`src/rtl/param_elastic_pipeline.sv`:
```
// param_elastic_pipeline: DEPTH-stage valid/ready register pipeline with bubble collapsing,
// synchronous flush, per-stage taps and occupancy count.
module param_elastic_pipeline #(
  parameter int WIDTH = 8,
  parameter int DEPTH = 3
) (
  input  logic                       clk,
  input  logic                       rst,
  input  logic                       in_valid,
  output logic                       in_ready,
  input  logic [WIDTH-1:0]           in_data,
  input  logic                       flush,
  output logic                       out_valid,
  input  logic                       out_ready,
  output logic [WIDTH-1:0]           out_data,
  output logic [DEPTH-1:0]           stage_valid,
  output logic [DEPTH*WIDTH-1:0]     stage_data,
  output logic [$clog2(DEPTH+1)-1:0] occupancy
);
  localparam int OW = $clog2(DEPTH+1);
  logic [DEPTH-1:0] v, adv, vin;
  logic [DEPTH*WIDTH-1:0] sd, din;
  // a stage may load when it is empty or its contents move on; ready ripples back from the output
  always_comb begin
    adv = '0;
    adv[DEPTH-1] = ~v[DEPTH-1] | out_ready;
    for (int i = DEPTH-2; i >= 0; i--) adv[i] = ~v[i] | adv[i+1];
  end
  assign in_ready = adv[0] & ~flush;
  assign vin = DEPTH'({v, in_valid & in_ready});
  assign din = (DEPTH*WIDTH)'({sd, in_data});
  always_comb begin
    occupancy = '0;
    for (int i = 0; i < DEPTH; i++) occupancy = occupancy + OW'(v[i]);
  end
  assign out_valid = v[DEPTH-1] & ~flush;
  assign out_data = sd[(DEPTH-1)*WIDTH +: WIDTH];
  assign stage_valid = v;
  assign stage_data = sd;
  // data registers only load real beats so bubbles leave them untouched
  always_ff @(posedge clk or negedge rst)
    if (!rst) begin
      v <= '0;
      sd <= '0;
    end else if (flush) v <= '0;
    else
      for (int i = 0; i < DEPTH; i++) begin
        if (adv[i]) v[i] <= vin[i];
        if (adv[i] && vin[i]) sd[i*WIDTH +: WIDTH] <= din[i*WIDTH +: WIDTH];
      end
endmodule

```
`config.mk`:
```
export PLATFORM = sky130hd
export DESIGN_NAME = param_elastic_pipeline
export DESIGN_NICKNAME = d
export VERILOG_FILES = /design/src/rtl/param_elastic_pipeline.sv
export SDC_FILE = /design/constraint.sdc
export NUM_CORES = 1
export LEC_CHECK = 0
export CAP_MARGIN = 20
export CORE_AREA = 2 2 54 56
export CTS_BUF_LIST = sky130_fd_sc_hd__clkbuf_8
export DETAILED_ROUTE_END_ITERATION = 6
export DIE_AREA = 0 0 56 58
export MAX_ROUTING_LAYER = met4
export PLACE_DENSITY = 0.84
export SETUP_SLACK_MARGIN = 0.15
export SLEW_MARGIN = 20
export SYNTH_ARGS = -nofsm -noshare
export SYNTH_HDL_FRONTEND = slang
export SYNTH_SLANG_ARGS = --single-unit
```
`constraint.sdc`:
```
create_clock -name clk -period 4.54 [get_ports clk]
set_input_delay 0.908 -clock clk [delete_from_list [all_inputs] [get_ports clk]]
set_output_delay 0.908 -clock clk [all_outputs]
set_load 0.02 [all_outputs]
```
==> results of run 1 <==
-- sequential cells by signal (all words and copies together) (netlist names) --
register     flops
stage_valid      3
stage_data      24
-- power by group through the flow --
stage / Clock [mW] / Combinational [mW] / Sequential, mW
final: 0.130 / 0.413 / 0.354
after CTS: 0.136 / 0.418 / 0.355
after detailed placement: 0 / 0.417 / 0.359
after global routing: 0.146 / 0.432 / 0.365
after floorplan: 0 / 0.166 / 0.427
after global placement: 0 / 0.412 / 0.353
-- area by class of cell --
class,instances,area [um2]
Fill cell,205,975
Sequential cell,27,676
Timing Repair Buffer,52,518
Multi-Input combinational cell,37,402
Clock buffer,3,41.3
Tap cell,31,38.8
Inverter,2,7.51
Clock inverter,1,5.00
-- worst max-delay path, stage by stage --
cell and delay [ns]:
clkdlybuf4s50_1 0.52, nand4b_1 0.18, nor2b_1 0.15, clkdlybuf4s50_1 0.61
-- cells by family (layout without fill, tap and decap cells) --
family / after synthesis / count (layout) / share of synthesized area (%)
mux: 24 / 24 / 25.9
fa+ha+maj: 1 / 1 / 1.72
simple gates: 9 / 9 / 5.39
compound gates: 3 / 3 / 1.62
buf+inv: 12 / 58 / 7.22
flops: 27 / 27 / 58.2
-- path summary, 6_finish.rpt --
check	startpoint	end	slack, ns	cells after the start
setup / recovery	out_ready	in_ready	1.27	4
hold / removal	stage_data[2]	stage_data[10]	0.54	1
setup reg to reg	stage_valid[2]	stage_data[20]	2.86	3
hold reg to reg	stage_data[2]	stage_data[10]	0.54	1
max in group asynchronous	rst	stage_data[4]	2.80	2
min in group asynchronous	rst	stage_valid[0]	1.10	1
-- metrics by stage --
stage / hold WS (ns) / setup WS [ns] / power, mW
after floorplan: 0.612 / 2.25 / 0.593
after global placement: 0.512 / 1.30 / 0.765
after detailed placement: 0.518 / 1.28 / 0.776
after CTS: 0.538 / 1.27 / 0.909
after global routing: 0.556 / 1.20 / 0.943
final: 0.539 / 1.27 / 0.897
-- cell usage in the layout, fill, tap and decap left out, drive strengths merged --
master         Yosys  routed
clkdlybuf4s50      0      51
dfrtp             27      27
mux2              24      24
nor2               3       3
clkbuf             0       3
nor2b              3       3
inv                2       2
a21oi              2       2
nand4b             1       1
or3b               1       1
nand3b             1       1
a211o              1       1
fa                 1       1
clkinv             0       1
buf               10       1
-- per-layer routing --
layer | wire, um | global-route usage, % | part of all wire, % | vias up
met5 | 0 | - | 0 | -
met4 | 27 | 6.12 | 1.1 | 0
met3 | 80 | 2.46 | 3.4 | 2
met2 | 1290 | 29.1 | 55 | 25
met1 | 952 | 19.7 | 41 | 368
li1 | - | - | - | 345
==> flow_metrics.py, run 1 <==
metrics = {
    "logic_synthesis": {
        "synth_cell_type_count": 16,
        "synth_fp_nets": 90,
        "synth.top_cell.area_share_pct": 58.2,
        "synth.area.top_cells": "dfrtp_1 (58%), mux2_2 (16%), mux2_4 (10%)",
        "synth_edf_count": 0,
        "avgSynthCellArea_um2": 15.3,
        "netlist_area_mm2": 0.00116,
        "ys_warn_count": 0,
        "synth_seq_cells": 27,
        "async_flop_share_pct": 100,
        "synthTopCellsByCount": "dfrtp_1 (27), mux2_2 (16), buf_4 (8), mux2_4 (8), nor2_1 (3)",
        "netlist_instances": 76,
        "yosysMostFrequentCell": "dfrtp_1",
        "seq_area_frac_synth_pct": 58.2,
        "synth_flop_cell": "dfrtp_1",
        "synth_top_area_cell": "dfrtp_1",
    },
    "finish": {
        "design_area_mm2": 0.00169,
        "final_util_pct": 63.4,
        "fin_nets": 137,
        "drive_above_1_share_pct": 24.6,
        "antennaDiodeCount": 0,
        "areaGrowthSynthToFinish_pct": 45.4,
        "stdcell_count": 153,
    },
    "grt": {
        "grt_start_max_net_pins": 19,
        "grt_antenna_before_repair": 0,
        "track_usage_pct": 16.7,
        "grt_overflow_total": 0,
        "grt_pass1_wl_mm": 4.03,
        "grt_pass1_vias": 809,
    },
    "timing": {
        "grt_setup_unrepaired": "no",
        "maxSlewViolCount": 0,
        "setup_tns_ns": 0,
        "fin_crit_ns": 3.27,
        "hold_violations": 0,
        "setup-violations-final": 0,
        "slew_headroom_pct": 46.7,
        "period_share_pct": 72.0,
        "finClkSkew_ns": 0.00281,
        "timing.fmax_ghz": 0.306,
        "worstMarginPinSlew_ns": 0.797,
    },
    "clock_network": {
        "cts_sinks": 27,
        "worstSkewPairLatency_ns": 0.26,
        "root_buffer": "clkbuf_8",
        "cts_resized": 0,
        "cts_setup_buffers": 0,
        "htree_levels": 1,
        "cts.path.max_buffers": 2,
        "postCtsHoldBufs": 0,
        "clk_pin_slew_ns": 0.09,
        "cts_tree": "yes",
        "cts_buffers": 3,
    },
    "floorplanning": {
        "dieHeight_um": 58,
        "dieArea_mm2": 0.00325,
        "io_pins": 52,
        "start_util_pct": 43.6,
        "die_w_um": 56,
        "coreArea_mm2": 0.00266,
        "core.rowCount": 19,
    },
    "placed_design": {
        "dpl.hpwl_mm": 1.80,
        "dp.cells": 149,
        "io_buffers": 51,
        "placed_cell_area_mm2": 0.00164,
        "place_congestion": 0.781,
    },
    "power": {
        "p_sw_share_pct": 33.8,
        "p_leak_nw": 0.737,
        "irDropWorstVdd_v": 0.000324,
        "comb_power_share_pct": 46.0,
        "power_density_mw_per_mm2": 531,
        "power_frac_seq_pct": 39.4,
        "p_int_uw": 594,
        "clkPwrFrac_pct": 14.5,
        "switching_power_uw": 303,
    },
    "drt": {
        "drc_errors": 0,
        "drt-initial-drc-count": 7,
        "dr_total_vias": 740,
        "wl_per_cell_um": 15.3,
        "antenna_left": 0,
        "drt_wl_total_mm": 2.35,
        "drtPass1Iterations": 2,
        "vias_per_cell": 4.84,
    },
    "setup_path": {
        "path_max_fanout": 3,
        "cp_data_arrival_time_ns": 2.36,
        "crit_type": "in2out",
        "cp.required_ns": 3.63,
        "critical_path.startpoint_type": "input pin",
        "worstSetupEndpointType": "output pin",
    },
    "hold_path": {
        "hold_class": "reg2reg",
    },
    "run": {
        "drv_cap": 0,
    },
    "status": {
        "outcome": "completed",
    },
}
No activity file was read; power rests on OpenSTA's default activity.
==> run 2: changes to the inputs <==
--- a/config.mk
+++ b/config.mk
@@ -6,12 +6,12 @@
 export NUM_CORES = 1
 export LEC_CHECK = 0
 export CAP_MARGIN = 20
-export CORE_AREA = 2 2 54 56
+export CORE_AREA = 2 2 56 58
 export CTS_BUF_LIST = sky130_fd_sc_hd__clkbuf_8
 export DETAILED_ROUTE_END_ITERATION = 6
-export DIE_AREA = 0 0 56 58
+export DIE_AREA = 0 0 58 60
 export MAX_ROUTING_LAYER = met4
-export PLACE_DENSITY = 0.84
+export PLACE_DENSITY = 0.78
 export SETUP_SLACK_MARGIN = 0.15
 export SLEW_MARGIN = 20
 export SYNTH_ARGS = -nofsm -noshare
==> constraint.sdc (replaced) <==
create_clock -name clk -period 3.4 [get_ports clk]
set_input_delay 0.68 -clock clk [delete_from_list [all_inputs] [get_ports clk]]
set_output_delay 0.68 -clock clk [all_outputs]
set_load 0.02 [all_outputs]
==> run 2 against run 1 <==
Register-to-register slack worse by 1.1 ns. Combinational power increased by 34%. Count of clock-buffer cells in the layout stayed put. Sequential share of layout area fell by 0.059 points. Critical path depth is the same. Cell area rose by 0.15%.
==> flow_metrics.py, run 2 (synthesis gave the netlist of run 1 again) <==
metrics = {
    "status": {
        "outcome": "completed",
    },
    "power": {
        "irDropWorstVdd_v": 0.000391,
        "power_density_mw_per_mm2": 711,
        "p_leak_nw": 0.737,
    },
    "floorplanning": {
        "dieHeight_um": 60,
        "coreArea_mm2": 0.00290,
        "core.rowCount": 20,
        "dieArea_mm2": 0.00348,
        "io_pins": 52,
        "die_w_um": 58,
        "start_util_pct": 40.0,
    },
    "timing": {
        "hold_violations": 0,
        "setup-violations-final": 0,
        "worstMarginPinSlew_ns": 0.471,
        "grt_setup_unrepaired": "no",
        "maxSlewViolCount": 0,
        "timing.fmax_ghz": 0.357,
        "layout_setup_ws_ns": 0.596,
        "setup_tns_ns": 0,
        "slew_headroom_pct": 68.6,
        "finClkSkew_ns": 0.00246,
        "period_share_pct": 82.5,
        "fin_crit_ns": 2.80,
        "holdWs_ns": 0.531,
    },
    "clock_network": {
        "postCtsHoldBufs": 0,
        "cts_tree": "yes",
        "cts.path.max_buffers": 2,
        "worstSkewPairLatency_ns": 0.27,
        "root_buffer": "clkbuf_8",
        "cts_sinks": 27,
        "cts_resized": 0,
        "cts_buffers": 3,
        "htree_levels": 1,
        "cts_setup_buffers": 0,
        "clk_pin_slew_ns": 0.09,
    },
    "finish": {
        "final_cell_mix": "clkdlybuf4s50_1 (51), dfrtp_1 (27), mux2_2 (16)",
        "areaGrowthSynthToFinish_pct": 45.6,
        "largest_reg_flops": 24,
        "multi_input_area_um2": 402,
        "fin_nets": 137,
        "design_area_mm2": 0.00169,
        "final_common_cell": "clkdlybuf4s50_1",
        "fillers": 232,
        "stdcell_count": 155,
        "drive_above_1_share_pct": 24.6,
        "regArea_um2": 676,
        "antennaDiodeCount": 0,
    },
    "run": {
        "drv_cap": 0,
    },
    "setup_path": {
        "cp.required_ns": 2.72,
        "worstSetupEndpointType": "output pin",
        "cp_data_arrival_time_ns": 2.12,
        "crit_type": "in2out",
        "critical_path.startpoint_type": "input pin",
        "path_max_fanout": 3,
    },
    "placed_design": {
        "place_congestion": 0.747,
        "placed_cell_area_mm2": 0.00164,
        "io_buffers": 51,
        "dp.cells": 151,
        "pre_cts_slack_ns": 0.585,
    },
    "drt": {
        "vias_per_cell": 4.72,
        "wl_per_cell_um": 14.6,
        "drt-initial-drc-count": 6,
        "drtPass1Iterations": 2,
        "drt_wl_total_mm": 2.26,
        "drc_errors": 0,
        "dr_total_vias": 732,
        "antenna_left": 0,
    },
    "grt": {
        "grt_antenna_before_repair": 0,
        "grt_pass1_vias": 737,
        "track_usage_pct": 14.0,
        "grt_start_max_net_pins": 28,
        "grt_pass1_wl_mm": 3.46,
        "grt_overflow_total": 0,
    },
    "hold_path": {
        "hold_class": "reg2reg",
    },
}
-- run 2: cell counts in the layout (fill, tap and decap cells not counted) --
Identical to the previous run, type by type.
-- run 2: worst max-delay path: stages --
cell,delay [ns]
clkdlybuf4s50_1,0.52
nand4b_1,0.17
nor2b_1,0.14
clkdlybuf4s50_1,0.61
-- run 2: cell type report --
cell class,instances,area share (%)
clock buffers,3,2.44
multi-input cells,37,23.8
well taps,33,2.44
flip-flops and latches,27,40.0
clock inverters,1,0.296
repair buffers,52,30.6
inverters,2,0.444
-- run 2: routing by layer --
layer  vias up  wire length, um  track usage, %
met5         -                0               -
met4         0               33            6.98
met3         4              140            2.81
met2        27             1200            23.9
met1       357              891            15.8
li1        344                -               -
-- run 2: metrics by stage --
stage / utilization [%] / power (mW)
2_1_floorplan: - / 0.792
3_3_place_gp: 56.6 / 1.03
3_5_place_dp: 56.6 / 1.04
4_1_cts: 58.2 / 1.22
5_1_grt: 58.2 / 1.27
6_report: 58.2 / 1.20
-- run 2: worst paths after layout --
path	start	end	slack [ns]	cells after the start
worst max-delay path	out_ready	in_ready	0.60	4
worst min-delay path	stage_data[10]	stage_data[18]	0.53	1
worst max register to register	stage_valid[2]	stage_data[19]	1.74	3
worst min register to register	stage_data[10]	stage_data[18]	0.53	1
max in group asynchronous	rst	stage_data[19]	2.38	2
min in group asynchronous	rst	stage_data[13]	0.77	2
-- run 2: where the power goes --
| group | internal (mW) | switching, mW |
|---|---|---|
| Combinational | 0.307 | 0.245 |
| Sequential | 0.404 | 0.0692 |
| Clock | 0.0820 | 0.0949 |
